[src/rtl/led_bar_sequencer_if.sv]
// Mode-request handshake between the user-input logic and the LED bar
// sequencer.
//   mode_req_valid  requester -> sequencer  a mode change is being offered
//   mode_req_id     requester -> sequencer  0=OFF 1=SCAN 2=FILL 3=BLINK
//   mode_req_ready  sequencer -> requester  high = offer taken on this edge
// master = requester side, slave = sequencer side.
`timescale 1ns/1ps
interface led_bar_sequencer_if;
    logic       mode_req_valid;
    logic [1:0] mode_req_id;
    logic       mode_req_ready;

    modport master (
        output mode_req_valid,
        output mode_req_id,
        input  mode_req_ready
    );

    modport slave (
        input  mode_req_valid,
        input  mode_req_id,
        output mode_req_ready
    );
endinterface

[src/rtl/led_bar_sequencer.sv]
// LED bar sequencer: owns an N_LEDS-wide LED bar and plays OFF, bounce-scan,
// fill/drain and blink patterns on it. A free-running prescaler derives the
// pattern step timebase from clk. Mode changes arrive over a valid/ready
// handshake. They are parked in a one-deep pending register and take effect
// only on a step boundary, so a frame is never cut short.
//
// Ports
//   clk        system clock
//   rst_n      synchronous reset, active-low
//   req        mode request handshake (slave side)
//   speed_sel  step period = STEP_DIV >> speed_sel, sampled at each step wrap
//   pause      freezes prescaler, pattern position and LEDs
//   mode_cur   mode currently being displayed
//   step_tick  one-cycle pulse in the last clock of every pattern step
//   led        LED drive, active-low (0 = lit)
`timescale 1ns/1ps
module led_bar_sequencer #(
    parameter int CLK_HZ      = 27000000,
    parameter int STEP_DIV    = 1687500,
    parameter int N_LEDS      = 6,
    parameter int BLINK_STEPS = 4
) (
    input  logic                  clk,
    input  logic                  rst_n,
    led_bar_sequencer_if.slave    req,
    input  logic [1:0]            speed_sel,
    input  logic                  pause,
    output logic [1:0]            mode_cur,
    output logic                  step_tick,
    output logic [N_LEDS-1:0]     led
);
    localparam int CW = (STEP_DIV > 1) ? $clog2(STEP_DIV) : 1;
    localparam int PW = $clog2(N_LEDS + 1);
    localparam int BW = (BLINK_STEPS > 1) ? $clog2(BLINK_STEPS) : 1;
    localparam logic [N_LEDS-1:0] ONE = N_LEDS'(1);

    // CLK_HZ only documents where STEP_DIV came from; catch nonsense values.
    if (CLK_HZ <= 0 || STEP_DIV < 1 || N_LEDS < 2 || BLINK_STEPS < 1) begin : g_bad_params
        $error("led_bar_sequencer: invalid parameter set");
    end

    typedef enum logic [2:0] {
        S_OFF,
        S_SCAN_UP,
        S_SCAN_DN,
        S_FILL_UP,
        S_FILL_DN,
        S_BLINK_ON,
        S_BLINK_OFF
    } state_t;

    logic [CW-1:0]     cnt_reg;
    logic [CW-1:0]     period_m1_reg;
    state_t            state_reg;
    logic [PW-1:0]     pos_reg;
    logic [BW-1:0]     blink_reg;
    logic              pend_valid_reg;
    logic [1:0]        pend_id_reg;
    logic [1:0]        mode_reg;
    logic [N_LEDS-1:0] led_reg;
    logic              tick;

    // Step length minus one for a given speed; a zero-length step becomes one.
    function automatic logic [CW-1:0] period_m1_of(input logic [1:0] s);
        int t;
        t = STEP_DIV >> s;
        if (t < 1) begin
            t = 1;
        end
        return CW'(t - 1);
    endfunction

    function automatic logic [N_LEDS-1:0] scan_led(input logic [PW-1:0] p);
        return ~(ONE << p);
    endfunction

    // p lit LEDs from bit 0; p = N_LEDS wraps the shift to 0 and gives all lit.
    function automatic logic [N_LEDS-1:0] fill_led(input logic [PW-1:0] p);
        return ~((ONE << p) - ONE);
    endfunction

    // Gated by rst_n so no tick is ever shown while reset is held.
    assign tick = rst_n && !pause && (cnt_reg == period_m1_reg);

    // Prescaler. The period is re-sampled only at the wrap, so a speed change
    // always lets the step in progress run to its full length.
    always_ff @(posedge clk) begin
        if (!rst_n) begin
            cnt_reg       <= '0;
            period_m1_reg <= period_m1_of(speed_sel);
        end else if (!pause) begin
            if (cnt_reg == period_m1_reg) begin
                cnt_reg       <= '0;
                period_m1_reg <= period_m1_of(speed_sel);
            end else begin
                cnt_reg <= cnt_reg + 1'b1;
            end
        end
    end

    // Pattern FSM plus request handshake. A request accepted in a tick cycle
    // lands in pending after this tick has been used, so it waits for the next.
    always_ff @(posedge clk) begin
        if (!rst_n) begin
            state_reg      <= S_OFF;
            pos_reg        <= '0;
            blink_reg      <= '0;
            pend_valid_reg <= 1'b0;
            pend_id_reg    <= '0;
            mode_reg       <= '0;
            led_reg        <= '1;
        end else begin
            if (tick && pend_valid_reg) begin
                pend_valid_reg <= 1'b0;
                mode_reg       <= pend_id_reg;
                pos_reg        <= '0;
                blink_reg      <= '0;
                case (pend_id_reg)
                    2'd1: begin
                        state_reg <= S_SCAN_UP;
                        led_reg   <= scan_led(PW'(0));
                    end
                    2'd2: begin
                        state_reg <= S_FILL_UP;
                        led_reg   <= fill_led(PW'(0));
                    end
                    2'd3: begin
                        state_reg <= S_BLINK_ON;
                        led_reg   <= '0;
                    end
                    default: begin
                        state_reg <= S_OFF;
                        led_reg   <= '1;
                    end
                endcase
            end else if (tick) begin
                case (state_reg)
                    // Direction flips on reaching an end so the endpoint is
                    // shown once, not twice.
                    S_SCAN_UP: begin
                        pos_reg <= pos_reg + 1'b1;
                        led_reg <= scan_led(pos_reg + 1'b1);
                        if (pos_reg == PW'(N_LEDS - 2)) begin
                            state_reg <= S_SCAN_DN;
                        end
                    end
                    S_SCAN_DN: begin
                        pos_reg <= pos_reg - 1'b1;
                        led_reg <= scan_led(pos_reg - 1'b1);
                        if (pos_reg == PW'(1)) begin
                            state_reg <= S_SCAN_UP;
                        end
                    end
                    S_FILL_UP: begin
                        pos_reg <= pos_reg + 1'b1;
                        led_reg <= fill_led(pos_reg + 1'b1);
                        if (pos_reg == PW'(N_LEDS - 1)) begin
                            state_reg <= S_FILL_DN;
                        end
                    end
                    S_FILL_DN: begin
                        pos_reg <= pos_reg - 1'b1;
                        led_reg <= fill_led(pos_reg - 1'b1);
                        if (pos_reg == PW'(1)) begin
                            state_reg <= S_FILL_UP;
                        end
                    end
                    S_BLINK_ON: begin
                        if (blink_reg == BW'(BLINK_STEPS - 1)) begin
                            blink_reg <= '0;
                            state_reg <= S_BLINK_OFF;
                            led_reg   <= '1;
                        end else begin
                            blink_reg <= blink_reg + 1'b1;
                        end
                    end
                    S_BLINK_OFF: begin
                        if (blink_reg == BW'(BLINK_STEPS - 1)) begin
                            blink_reg <= '0;
                            state_reg <= S_BLINK_ON;
                            led_reg   <= '0;
                        end else begin
                            blink_reg <= blink_reg + 1'b1;
                        end
                    end
                    default: begin
                        state_reg <= S_OFF;
                        led_reg   <= '1;
                    end
                endcase
            end

            // Only ever true while nothing is pending, so it cannot collide
            // with the apply branch above.
            if (req.mode_req_valid && !pend_valid_reg) begin
                pend_valid_reg <= 1'b1;
                pend_id_reg    <= req.mode_req_id;
            end
        end
    end

    assign req.mode_req_ready = ~pend_valid_reg;
    assign mode_cur           = mode_reg;
    assign step_tick          = tick;
    assign led                = led_reg;
endmodule

[src/flat_wrapper.sv]
// flat-port wrapper written by rule: the top's interface ports become plain ports
module led_bar_sequencer_flat 
#(
    parameter int CLK_HZ      = 27000000,
    parameter int STEP_DIV    = 1687500,
    parameter int N_LEDS      = 6,
    parameter int BLINK_STEPS = 4
)
  (clk, rst_n, speed_sel, pause, mode_cur, step_tick, led, req_mode_req_valid, req_mode_req_id, req_mode_req_ready);
  led_bar_sequencer_if req_i ();
  input  logic clk;
  input  logic rst_n;
  input  logic [1:0] speed_sel;
  input  logic pause;
  output logic [1:0] mode_cur;
  output logic step_tick;
  output logic [N_LEDS-1:0] led;
  input wire logic [$bits(req_i.mode_req_valid)-1:0] req_mode_req_valid;
  input wire logic [$bits(req_i.mode_req_id)-1:0] req_mode_req_id;
  output wire logic [$bits(req_i.mode_req_ready)-1:0] req_mode_req_ready;
  assign req_i.mode_req_valid = req_mode_req_valid;
  assign req_i.mode_req_id = req_mode_req_id;
  assign req_mode_req_ready = req_i.mode_req_ready;
  led_bar_sequencer #(.CLK_HZ(CLK_HZ), .STEP_DIV(STEP_DIV), .N_LEDS(N_LEDS), .BLINK_STEPS(BLINK_STEPS)) u_core (.clk(clk), .rst_n(rst_n), .req(req_i), .speed_sel(speed_sel), .pause(pause), .mode_cur(mode_cur), .step_tick(step_tick), .led(led));
endmodule
[config.mk]
export PLATFORM = sky130hd
export DESIGN_NAME = led_bar_sequencer_flat
export DESIGN_NICKNAME = d
export VERILOG_FILES = /design/src/rtl/led_bar_sequencer_if.sv /design/src/rtl/led_bar_sequencer.sv /design/src/flat_wrapper.sv
export SDC_FILE = /design/constraint.sdc
export NUM_CORES = 1
export LEC_CHECK = 0
export ABC_AREA = 1
export BUFFER_PORTS_ARGS = -buffer_cell sky130_fd_sc_hd__buf_2
export CORE_MARGIN = 5
export CORE_UTILIZATION = 45
export CTS_CLUSTER_SIZE = 20
export DETAILED_ROUTE_END_ITERATION = 8
export PLACE_DENSITY_LB_ADDON = 0.1
export SLEW_MARGIN = 20
export SYNTH_ARGS = -nofsm -noshare
export SYNTH_HDL_FRONTEND = slang
export SYNTH_SLANG_ARGS = --single-unit
[constraint.sdc]
create_clock -name clk -period 5.9 [get_ports clk]
set_input_delay 1.18 -clock clk [delete_from_list [all_inputs] [get_ports clk]]
set_output_delay 1.18 -clock clk [all_outputs]
set_load 0.05 [all_outputs]
==> metrics <==
DP Worst Slack=2230 ps; Util after Layout=0.499; GRT Util Overall=0.187; Filler cells=909; most frequent cells in the layout=nand2_1 (184), nor2_1 (73), inv_1 (72); layout cells sized above 1=0.107; multi-input logic area=0.00216 mm²; CP endpoint kind=primary output; Seq cells post-synth=59; critical path launch point type=input port; cell taking the most area after synthesis=dfxtp_1; clk_lat worst skew=350 ps; core area=0.00864 mm²; Initial Utilization=0.456; Root Buffer=clkbuf_8; Post-Syn Area=0.00394 mm²; Clock transition at path regs=70 ps; # diodes=0; Die W=104 µm; Pleak=1.94 nW; Final Cycle Share=0.622; first-pass GRT wire length=16500 µm; most common cell after layout, fill and taps aside=nand2_1; pins over their slew limit=0; Via Count=3595; Worst-Margin Slew=512 ps; final layout net count=646; routed length per instance=13.3 µm; CTS buffer count=9; maximum vdd drop=0.128 mV; post-layout minimum cycle time=3670 ps; die area=0.0107 mm²; f_max=273 MHz; postcts setup bufs=0; PD cells=208 mW/mm²; CP Max Fanout=9; Fin Hold WS=457 ps; area growth from synthesis to layout=9.37%; RSZ-0062 raised after global routing=false; I/O Buffers=17; synth warn=0; Cells after Synth=593; max reg flops=21; distinct cell type count after synthesis=39; final setup TNS=0 ps; Clock Skew=9.34 ps; Slew headroom=0.658; PnR worst setup slack=2230 ps; syn avg cell area=6.64 µm²; Total Wirelength=9650 µm; Hold-fix buffers, CTS=0; pin count of the biggest net entering global routing=33; Residual DRC=0; post-route ant nets=0; register area share after synthesis=0.348; Ports=18; CTS H-tree depth=3; TritonCTS clock tree=done; Remaining Overflow, GRT=0; DIE HEIGHT=104 µm; 1st-pass router iterations=4; initial antenna violation count=0; CP required=4720 ps; mean number of vias per cell=4.94; CP arrival=2490 ps; Final Power=0.898 mW; Core Rows=34; final-report hold violation count=0; CTS max path bufs=2; Max Cap Violations=0; post-synth top area share=0.203; setup violators final=0; Resized cells post-CTS=0; vias in the first global route=3541; crit path kind=in -> out; clock sink count=59; top cells by area, synth=dfxtp_1 (20%), nand2_1 (18%), edfxtp_1 (14%), ha_1 (7.6%), nor2_1 (7.0%); post-detail-place hpwl=7600 µm; initial drt markers=131; register area=0.00137 mm²; Placer Congestion=0.923; hold crit path type=reg -> reg; status=finished clean
## final timing paths
kind | from | slack [ps] | end | depth (start not counted)
max | pause | 2230 | step_tick | 11
min | u_core.mode_cur[0] | 460 | u_core.mode_cur[0] | 2
max reg2reg | u_core.pos_reg[1] | 3570 | u_core.led[4] | 14
min reg2reg | u_core.mode_cur[0] | 460 | u_core.mode_cur[0] | 2
## layout make-up
| cell class | instances | share of cell area |
|---|---|---|
| clock buffers | 12 | 0.0363 |
| clock inverters | 4 | 0.0110 |
| inverters | 91 | 0.0804 |
| multi-input cells | 435 | 0.501 |
| flip-flops and latches | 59 | 0.318 |
| well taps | 108 | 0.0314 |
| repair buffers | 18 | 0.0215 |
## worst max-delay path, cell delays in order
cell     delay, ps
buf_2          170
inv_6          100
nand2_1         50
nor2_1          90
nand2_1         60
nor2_1         100
nand2_1        100
nor2_4         140
inv_1           70
nor2_1         140
buf_2          290
## cell families after synthesis
| logic type | Yosys count | share of synthesized area |
|---|---|---|
| AO/OA/AOI/OAI | 63 | 0.0870 |
| XOR/XNOR | 11 | 0.0245 |
| adder cells (fa/ha/maj) | 24 | 0.0762 |
| buffers and inverters | 102 | 0.107 |
| flip-flops | 59 | 0.348 |
| multiplexers | 1 | 0.00254 |
| other | 1 | 0.000952 |
| AND/OR/NAND/NOR | 332 | 0.354 |
## per-stage QoR
step / std cells / instance area, µm²
floorplan: 596 / 3950
global placement: 711 / 4110
detailed placement: 711 / 4110
CTS: 727 / 4310
global route: 727 / 4310
finish: 727 / 4310
## cell usage after synthesis, drive strengths merged
cell type  count
conb           1
o211ai         4
clkbuf         6
or2            2
inv           90
nand4         10
o21a           1
nand2        189
or3            1
nand3b         2
o21ai         22
and2           3
clkinv         1
mux2i          1
buf            5
a211oi         2
nor3          19
nor2          80
a21oi         32
o2111ai        1
dfxtp         40
edfxtp        19
xnor2          3
ha            24
a22oi          1
xor2           8
nand3         26
## routing by layer
| metal | wire length [µm] | vias up | track usage |
|---|---|---|---|
| li1 | - | 1911 | - |
| met1 | 4190 | 1604 | 0.212 |
| met2 | 4940 | 66 | 0.338 |
| met3 | 294 | 14 | 0.0379 |
| met4 | 225 | 0 | 0.0797 |
| met5 | 0 | - | 0 |
## report_power, final
group	internal [mW]	switching, mW	leakage, nW
combinational	0.0209	0.0438	1.33
sequential	0.435	0.0120	0.510
clock	0.220	0.167	0.101
(Power assumes the default switching activity.)
